**src/rtl/hier_node_pkg.sv**
```systemverilog
// hier_node_pkg: shared FSM state and run-mode encodings for hier_node_ctrl
package hier_node_pkg;
    typedef enum logic [1:0] {
        IDLE    = 2'd0,
        RUN_PAR = 2'd1,
        RUN_SEQ = 2'd2,
        FINISH  = 2'd3
    } state_t;
    localparam logic MODE_PAR = 1'b0;
    localparam logic MODE_SEQ = 1'b1;
endpackage

```
**src/rtl/hier_tmo_cnt.sv**
```systemverilog
// hier_tmo_cnt: loadable down-counter that flags expiry while enabled and not being reloaded
module hier_tmo_cnt #(
    parameter int W = 8
) (
    input  logic         clk,
    input  logic         rst,
    input  logic         i_load,
    input  logic         i_en,
    input  logic [W-1:0] i_val,
    output logic         o_expired
);
    logic [W-1:0] r_cnt;
    always_ff @(posedge clk) begin
        if (rst) r_cnt <= '0;
        else if (i_load) r_cnt <= i_val;
        else if (i_en && r_cnt != '0) r_cnt <= r_cnt - 1'b1;
    end
    assign o_expired = i_en && !i_load && (r_cnt == '0);
endmodule

```
**src/rtl/hier_node_ctrl.sv**
```systemverilog
// hier_node_ctrl: launches child channels in parallel or in sequence and collects errors/timeouts
module hier_node_ctrl
    import hier_node_pkg::*;
#(
    parameter int N_CHILD = 5,
    parameter int TMO_W   = 8
) (
    input  logic               clk,
    input  logic               rst,
    input  logic               start_i,
    input  logic               mode_i,
    input  logic [TMO_W-1:0]   tmo_i,
    output logic [N_CHILD-1:0] child_start_o,
    input  logic [N_CHILD-1:0] child_done_i,
    input  logic [N_CHILD-1:0] child_err_i,
    output logic               busy_o,
    output logic               done_o,
    output logic [N_CHILD-1:0] err_mask_o,
    output logic               tmo_o
);
    localparam int IW = (N_CHILD > 1) ? $clog2(N_CHILD) : 1;
    localparam logic [IW-1:0] LAST = IW'(N_CHILD - 1);
    localparam logic [N_CHILD-1:0] ALL = '1;
    localparam logic [N_CHILD-1:0] ONE = N_CHILD'(1);

    state_t             r_state;
    logic [N_CHILD-1:0] r_cstart;
    logic [N_CHILD-1:0] r_pending;
    logic [N_CHILD-1:0] r_err;
    logic [IW-1:0]      r_idx;
    logic [TMO_W-1:0]   r_tmo;
    logic               r_tmo_flag;
    logic               w_run;
    logic               w_exp;
    logic               w_seq_done;
    logic [N_CHILD-1:0] w_sel;
    logic [N_CHILD-1:0] w_left;

    assign w_run      = (r_state == RUN_PAR) || (r_state == RUN_SEQ);
    assign w_sel      = ONE << r_idx;
    assign w_left     = r_pending & ~child_done_i;
    assign w_seq_done = |(child_done_i & w_sel);

    // the counter reloads on every launch pulse, so expiry is never judged against a stale count
    hier_tmo_cnt #(.W(TMO_W)) u_tmo (
        .clk       (clk),
        .rst       (rst),
        .i_load    (|r_cstart),
        .i_en      (w_run && (r_tmo != '0)),
        .i_val     (r_tmo),
        .o_expired (w_exp)
    );

    always_ff @(posedge clk) begin
        if (rst) begin
            r_state    <= IDLE;
            r_cstart   <= '0;
            r_pending  <= '0;
            r_err      <= '0;
            r_idx      <= '0;
            r_tmo      <= '0;
            r_tmo_flag <= 1'b0;
        end else begin
            r_cstart <= '0;
            case (r_state)
                IDLE: if (start_i) begin
                    r_state    <= (mode_i == MODE_SEQ) ? RUN_SEQ : RUN_PAR;
                    r_cstart   <= (mode_i == MODE_PAR) ? ALL : ONE;
                    r_pending  <= ALL;
                    r_idx      <= '0;
                    r_err      <= '0;
                    r_tmo_flag <= 1'b0;
                    r_tmo      <= tmo_i;
                end
                RUN_PAR: begin
                    // completions in the expiry cycle are removed from w_left, so they win
                    r_err     <= r_err | (child_done_i & r_pending & child_err_i) | (w_exp ? w_left : '0);
                    r_pending <= w_exp ? '0 : w_left;
                    if (w_left == '0) r_state <= FINISH;
                    else if (w_exp) begin
                        r_tmo_flag <= 1'b1;
                        r_state    <= FINISH;
                    end
                end
                RUN_SEQ: if (w_seq_done) begin
                    r_err <= r_err | (w_sel & child_err_i);
                    if (r_idx == LAST) r_state <= FINISH;
                    else begin
                        r_idx    <= r_idx + 1'b1;
                        r_cstart <= w_sel << 1;
                    end
                end else if (w_exp) begin
                    r_err      <= r_err | w_sel;
                    r_tmo_flag <= 1'b1;
                    r_state    <= FINISH;
                end
                default: begin
                    r_state   <= IDLE;
                    r_pending <= '0;
                    r_idx     <= '0;
                end
            endcase
        end
    end

    assign child_start_o = r_cstart;
    assign busy_o        = (r_state != IDLE);
    assign done_o        = (r_state == FINISH);
    assign err_mask_o    = r_err;
    assign tmo_o         = r_tmo_flag;
endmodule

```
**config.mk**
```make
export PLATFORM = sky130hd
export DESIGN_NAME = hier_node_ctrl
export DESIGN_NICKNAME = d
export VERILOG_FILES = /design/src/rtl/hier_node_pkg.sv /design/src/rtl/hier_tmo_cnt.sv /design/src/rtl/hier_node_ctrl.sv
export SDC_FILE = /design/constraint.sdc
export NUM_CORES = 1
export LEC_CHECK = 0
export ABC_AREA = 1
export CORE_MARGIN = 2
export CORE_UTILIZATION = 48
export CTS_BUF_LIST = sky130_fd_sc_hd__clkbuf_16
export CTS_CLUSTER_DIAMETER = 40
export DETAILED_ROUTE_END_ITERATION = 6
export PLACE_DENSITY = 0.75
export SYNTH_ARGS = -nofsm -noshare
export SYNTH_HDL_FRONTEND = slang
export SYNTH_HIERARCHICAL = 1
export SYNTH_SLANG_ARGS = --single-unit
export TNS_END_PERCENT = 20
```
**constraint.sdc**
```tcl
create_clock -name clk -period 5.04 [get_ports clk]
set_input_delay 1.512 -clock clk [delete_from_list [all_inputs] [get_ports clk]]
set_output_delay 1.512 -clock clk [all_outputs]
set_load 0.01 [all_outputs]
```
==> Yosys cells after proc, flatten, opt, wreduce, memory -nomap -nowiden <==
Cells that the tools add are included.
{ "word_totals": {"wordCells": 87, "ramBits": 0, "ff_bits": 37, "memories": 0, "mem_bits_ro": 0, "latch_bits": 0} }
{ "op_classes": {"muxes": 31, "reduce_logical": 22, "shift": 1, "bitwise_logic": 12, "n_mul": 0, "n_lt_le_gt_ge": 0, "div_mod_pow": 0, "eq_ne": 11, "n_addsub": 2} }
{ "ops": {"columns": ["op", "n"], "rows": [
  ["$mux W5", 10],
  ["$pmux W5 S3", 2],
  ["$and A5 B5 Y5", 5],
  ["$or A5 B5 Y5", 4],
  ["$mux W8", 2],
  ["$reduce_bool A8 Y1", 2],
  ["$mux W2", 6],
  ["$ne A2 B2 Y1 const B", 5],
  ["$pmux W5 S2", 1],
  ["$reduce_or A5 Y1", 2],
  ["$mux W3", 3],
  ["$pmux W3 S3", 1],
  ["$logic_not A8 Y1", 1],
  ["$reduce_and A4 Y1", 2],
  ["$sub A8 B1 Y8 const B", 1],
  ["$pmux W2 S3", 1],
  ["$reduce_and A2 Y1", 3],
  ["$logic_not A5 Y1", 1],
  ["$not A5 Y5", 1],
  ["$shl A1 B3 Y5 const A", 1],
  ["$eq A2 B2 Y1 const B", 2],
  ["$logic_and A1 B1 Y1", 4],
  ["$mux W1", 4],
  ["$reduce_bool A2 Y1", 2],
  ["12 further kinds", 13]
]} }

==> Depth between registers and ports, before layout <==
{ "logic_depth": {"word_depth": 8, "ltp_mapped": 13} }

==> By module <==
The synthesis kept the hierarchy.
{ "modules_own_cells": {"columns": ["module", "instances", "cells_each", "area_each_um2", "seq_area_each_um2"], "rows": [
  ["hier_node_ctrl", 1, 243, 1636.6, 580.6],
  ["hier_tmo_cnt", 1, 95, 573.0, 160.2]
]} }

==> Least setup slack after synthesis <==
No wires, ideal clock.
{ "synth_path": {"path_kind": "in2reg", "from": "in child_done_i[0]", "to": "reg r_state[0]", "t_required_ns": 4.908, "path_slack_ns": 2.696, "arrival_ns": 2.211, "setup_time_ns": 0.132, "path_stages": 9, "n_path_buf": 1, "cell_sequence": "inv_1 > nor2_1 > nor2_2 > nand2_2 > buf_6 > nand2_1 > nand3_1 > nand3_1 > a21oi_1"} }
{ "synth_between": {"elab_chain_cells": 5, "word_cells_on_any_way": 10, "cone_classes": "eq/ne (1); mux (3); bitwise (3); reduce/logical (3)"} }
{ "synth_rtl": {"columns": ["element", "line", "text"], "rows": [
  ["start, declared", "hier_node_ctrl.sv:14", "input logic [N_CHILD-1:0] child_done_i,"],
  ["$not A5 Y5", "hier_node_ctrl.sv:41", "assign w_left = r_pending & ~child_done_i;"],
  ["$and A5 B5 Y5", "hier_node_ctrl.sv:41", null],
  ["$logic_not A5 Y1", "hier_node_ctrl.sv:79", "if (w_left == '0) r_state <= FINISH;"],
  ["$mux W2", "hier_node_ctrl.sv:79", null],
  ["$pmux W2 S3", "hier_node_ctrl.sv:65", "case (r_state)"],
  ["end signal, assigned", "hier_node_ctrl.sv:67", "r_state <= (mode_i == MODE_SEQ) ? RUN_SEQ : RUN_PAR;"],
  ["end, declared", "hier_node_ctrl.sv:26", "state_t r_state;"]
]} }
Several ways; a longest one is shown, not always the timed one.
A chain may end at the register's enable or synchronous reset.

==> Worst setup path after layout <==
{ "layout_path": {"from": "reg r_state[0]", "to": "out busy_o"} }
{ "layout_between": {"elab_chain_cells": 1} }
{ "layout_rtl": {"columns": ["element", "line", "text"], "rows": [
  ["$reduce_bool A2 Y1", "hier_node_ctrl.sv:107", "assign busy_o = (r_state != IDLE);"],
  ["end, declared", "hier_node_ctrl.sv:16", "output logic busy_o,"]
]} }
No other way between the ends.

==> metrics.txt <==
CTS Hold Bufs 0; Period Utilization, post-route 63.16%; WL per Instance between 10 and 15 um; largest net degree at the start of global routing 18; status finished clean; critical path fanouts, max 5; Logic pwr share 47.4%; P_sw 0.6557 mW; drt pass-1 iters 5; count of cell types in the netlist 30; CP required 3.53 ns; fin crit period 3.183 ns; share of cells above drive strength 1 6.702%; setup bufs post-CTS 0; Syn Nets 370; Die Wd 71.85 um; xor and xnor fraction of the mapped netlist area 0.7928%; largest family of logic cells by synthesized area simple AND/OR/NAND/NOR gates; setup violators final 0; FMAX approximately 0.31 GHz; P_leak 1.169 nW; clk slew on worst S/H paths ~0.06 ns; GRT overflow 0; CTS Buffer Depth 2; routed vias/inst ~5.3; mux cell area share after synthesis 0%; top-area cell type share of the netlist area 33.52%; Final Max Tran Viols 0; Ys Warns 6; synth top area cells dfxtp_1 (34%), nand2_1 (16%), a21oi_1 (7.2%); CTS root buf clkbuf_16; synthesized area per cell roughly 6.5 sq um; final hold viol count 0; vias in the first global route roughly 2100; die area roughly 5200 sq um; Simple-Gate Fraction of Synth Area 35.84%; Worst Max-Slew Pin Slew 0.6305 ns; Antenna Violating Nets Remaining 0; most frequent cells in the layout nand2_1 (96), inv_1 (38), dfxtp_1 (37); clock share of power 24.1%; PortBufs 34; H-tree depth 2; design area 2751 sq um; Ports 35; first-pass GRT wire length around 9.4 mm; startpoint class of the critical path flip-flop; DRC 0; Max transition margin 57.84%; Synth area leader dfxtp_1; min-delay worst type flip-flop to flip-flop; Syn Inst Count 338; Synth Area in Adders 5.663%; Post-DP Area 2580 sq um; clock insertion delay at the later pin of the skew report 0.29 ns; commonest non-fill, non-tap cell in the layout nand2_1; switching part of the total between 40% and 50%; Setup TNS 0 ns; cell area after synthesis around 2200 sq um; Synth Register Bits 37; Core Rows 24; Placer Congestion 0.8679; CTS Buf Count 5; Via Count 2232; Worst Hold Slack ~0.49 ns; Fillers between 400 and 500; CP arrival 1.67 ns; Area growth syn-to-layout 24.52%; core region area 4384 sq um; CTS Sinks 37; ant diodes 0; Total GRT Usage a little under a quarter; CTS tree yes; unrepaired setup endpoints after global routing false; initial antenna violation count 0; die height 71.85 um; Setup CP Type flip-flop to primary output; Cell Pwr Density 548.1 nW/um^2; Final Core Density 62.76%; post-detail-place hpwl 4.165 mm; Design Power 1.508 mW; Reg power frac between 20% and 30%; initial core utilization between 50% and 60%; Worst R2R Setup Slack about 2.2 ns; post-layout net count 404; register area share after synthesis 33.52%; max cap viols 0; Worst Clk Skew ~0.0056 ns; Iteration-0 DRC Markers 160; Peak VDD IR 0.0002456 V; Resized Gates After CTS 0; Compound-Gate Fraction of Synth Area 15.46%; P_int 0.8524 mW; CP Capture Type primary output; DRT Wirelength 5.564 mm
layout make-up:
type | count | area [sq um] | share of cell area (%)
inverter | 40 | 150.1 | 5.457
clock buffer | 5 | 125.1 | 4.548
tap | 52 | 65.06 | 2.365
clock inverter | 3 | 46.29 | 1.683
multi-input combinational | 253 | 1276 | 46.38
sequential | 37 | 740.7 | 26.92
timing repair buffer | 35 | 347.8 | 12.64
state kept, by name (all words and copies together), names as in the netlist:
name and cells:
child_start_o 5, r_tmo 8, tmo_o 1, r_state 2
r_pending 5, u_tmo/r_cnt 8, err_mask_o 5, r_idx 3
critical path, stage by stage (launching register included):
cell and delay (ns):
dfxtp_1 0.41, inv_1 0.09, ha_1 0.27, inv_1 0.10
clkdlybuf4s50_1 0.53
power by group through the flow:
stage | Sequential (mW) | Clock (mW) | Combinational, mW
finish | 0.429 | 0.364 | 0.715
CTS | 0.427 | 0.367 | 0.713
floorplan | 0.422 | 0 | 0.539
global route | 0.440 | 0.380 | 0.810
detailed placement | 0.433 | 0 | 0.709
global placement | 0.432 | 0 | 0.697
synthesized netlist by cell type, drive strengths merged:
| cell type | number |
|---|---|
| buf | 5 |
| nor2 | 42 |
| a22oi | 1 |
| dfxtp | 37 |
| nor4 | 2 |
| nand4 | 7 |
| nor3 | 3 |
| or2 | 1 |
| nand3 | 26 |
| a211oi | 3 |
| clkbuf | 3 |
| a21boi | 4 |
| a221oi | 2 |
| xor2 | 1 |
| a21oi | 33 |
| clkinv | 1 |
| inv | 39 |
| o21ai | 16 |
| ha | 10 |
| nand2 | 100 |
| xnor2 | 1 |
| o211ai | 1 |
worst paths after layout:
| kind | start | endpoint | depth (start not counted) |
|---|---|---|---|
| max | r_state[0]$_SDFFE_PP0P_ | busy_o | 4 |
| min | r_tmo[0]$_SDFFE_PP0P_ | r_tmo[0]$_SDFFE_PP0P_ | 2 |
| max reg2reg | child_start_o[3]$_SDFF_PP0_ | err_mask_o[2]$_SDFFE_PP0P_ | 11 |
| min reg2reg | r_tmo[0]$_SDFFE_PP0P_ | r_tmo[0]$_SDFFE_PP0P_ | 2 |
metal layers:
layer / track usage [%] / wire [um] / up-vias
li1: - / - / 1163
met1: 28.23 / 2389 / 1010
met2: 40.43 / 2830 / 53
met3: 5.626 / 268 / 6
met4: 7.338 / 76 / 0
met5: 0 / 0 / -
per-stage QoR:
step                setup WS (ns)  cells
floorplan                   2.696    338
global placement            1.916    417
detailed placement          1.899    417
CTS                         1.860    425
global route                1.770    425
finish                      1.857    425
kinds of logic after synthesis:
group / Yosys count
simple gates: 181
compound gates: 60
buf+inv: 48
flops: 37
fa+ha+maj: 10
xor+xnor: 2
Power figures use the tool's default switching activity.
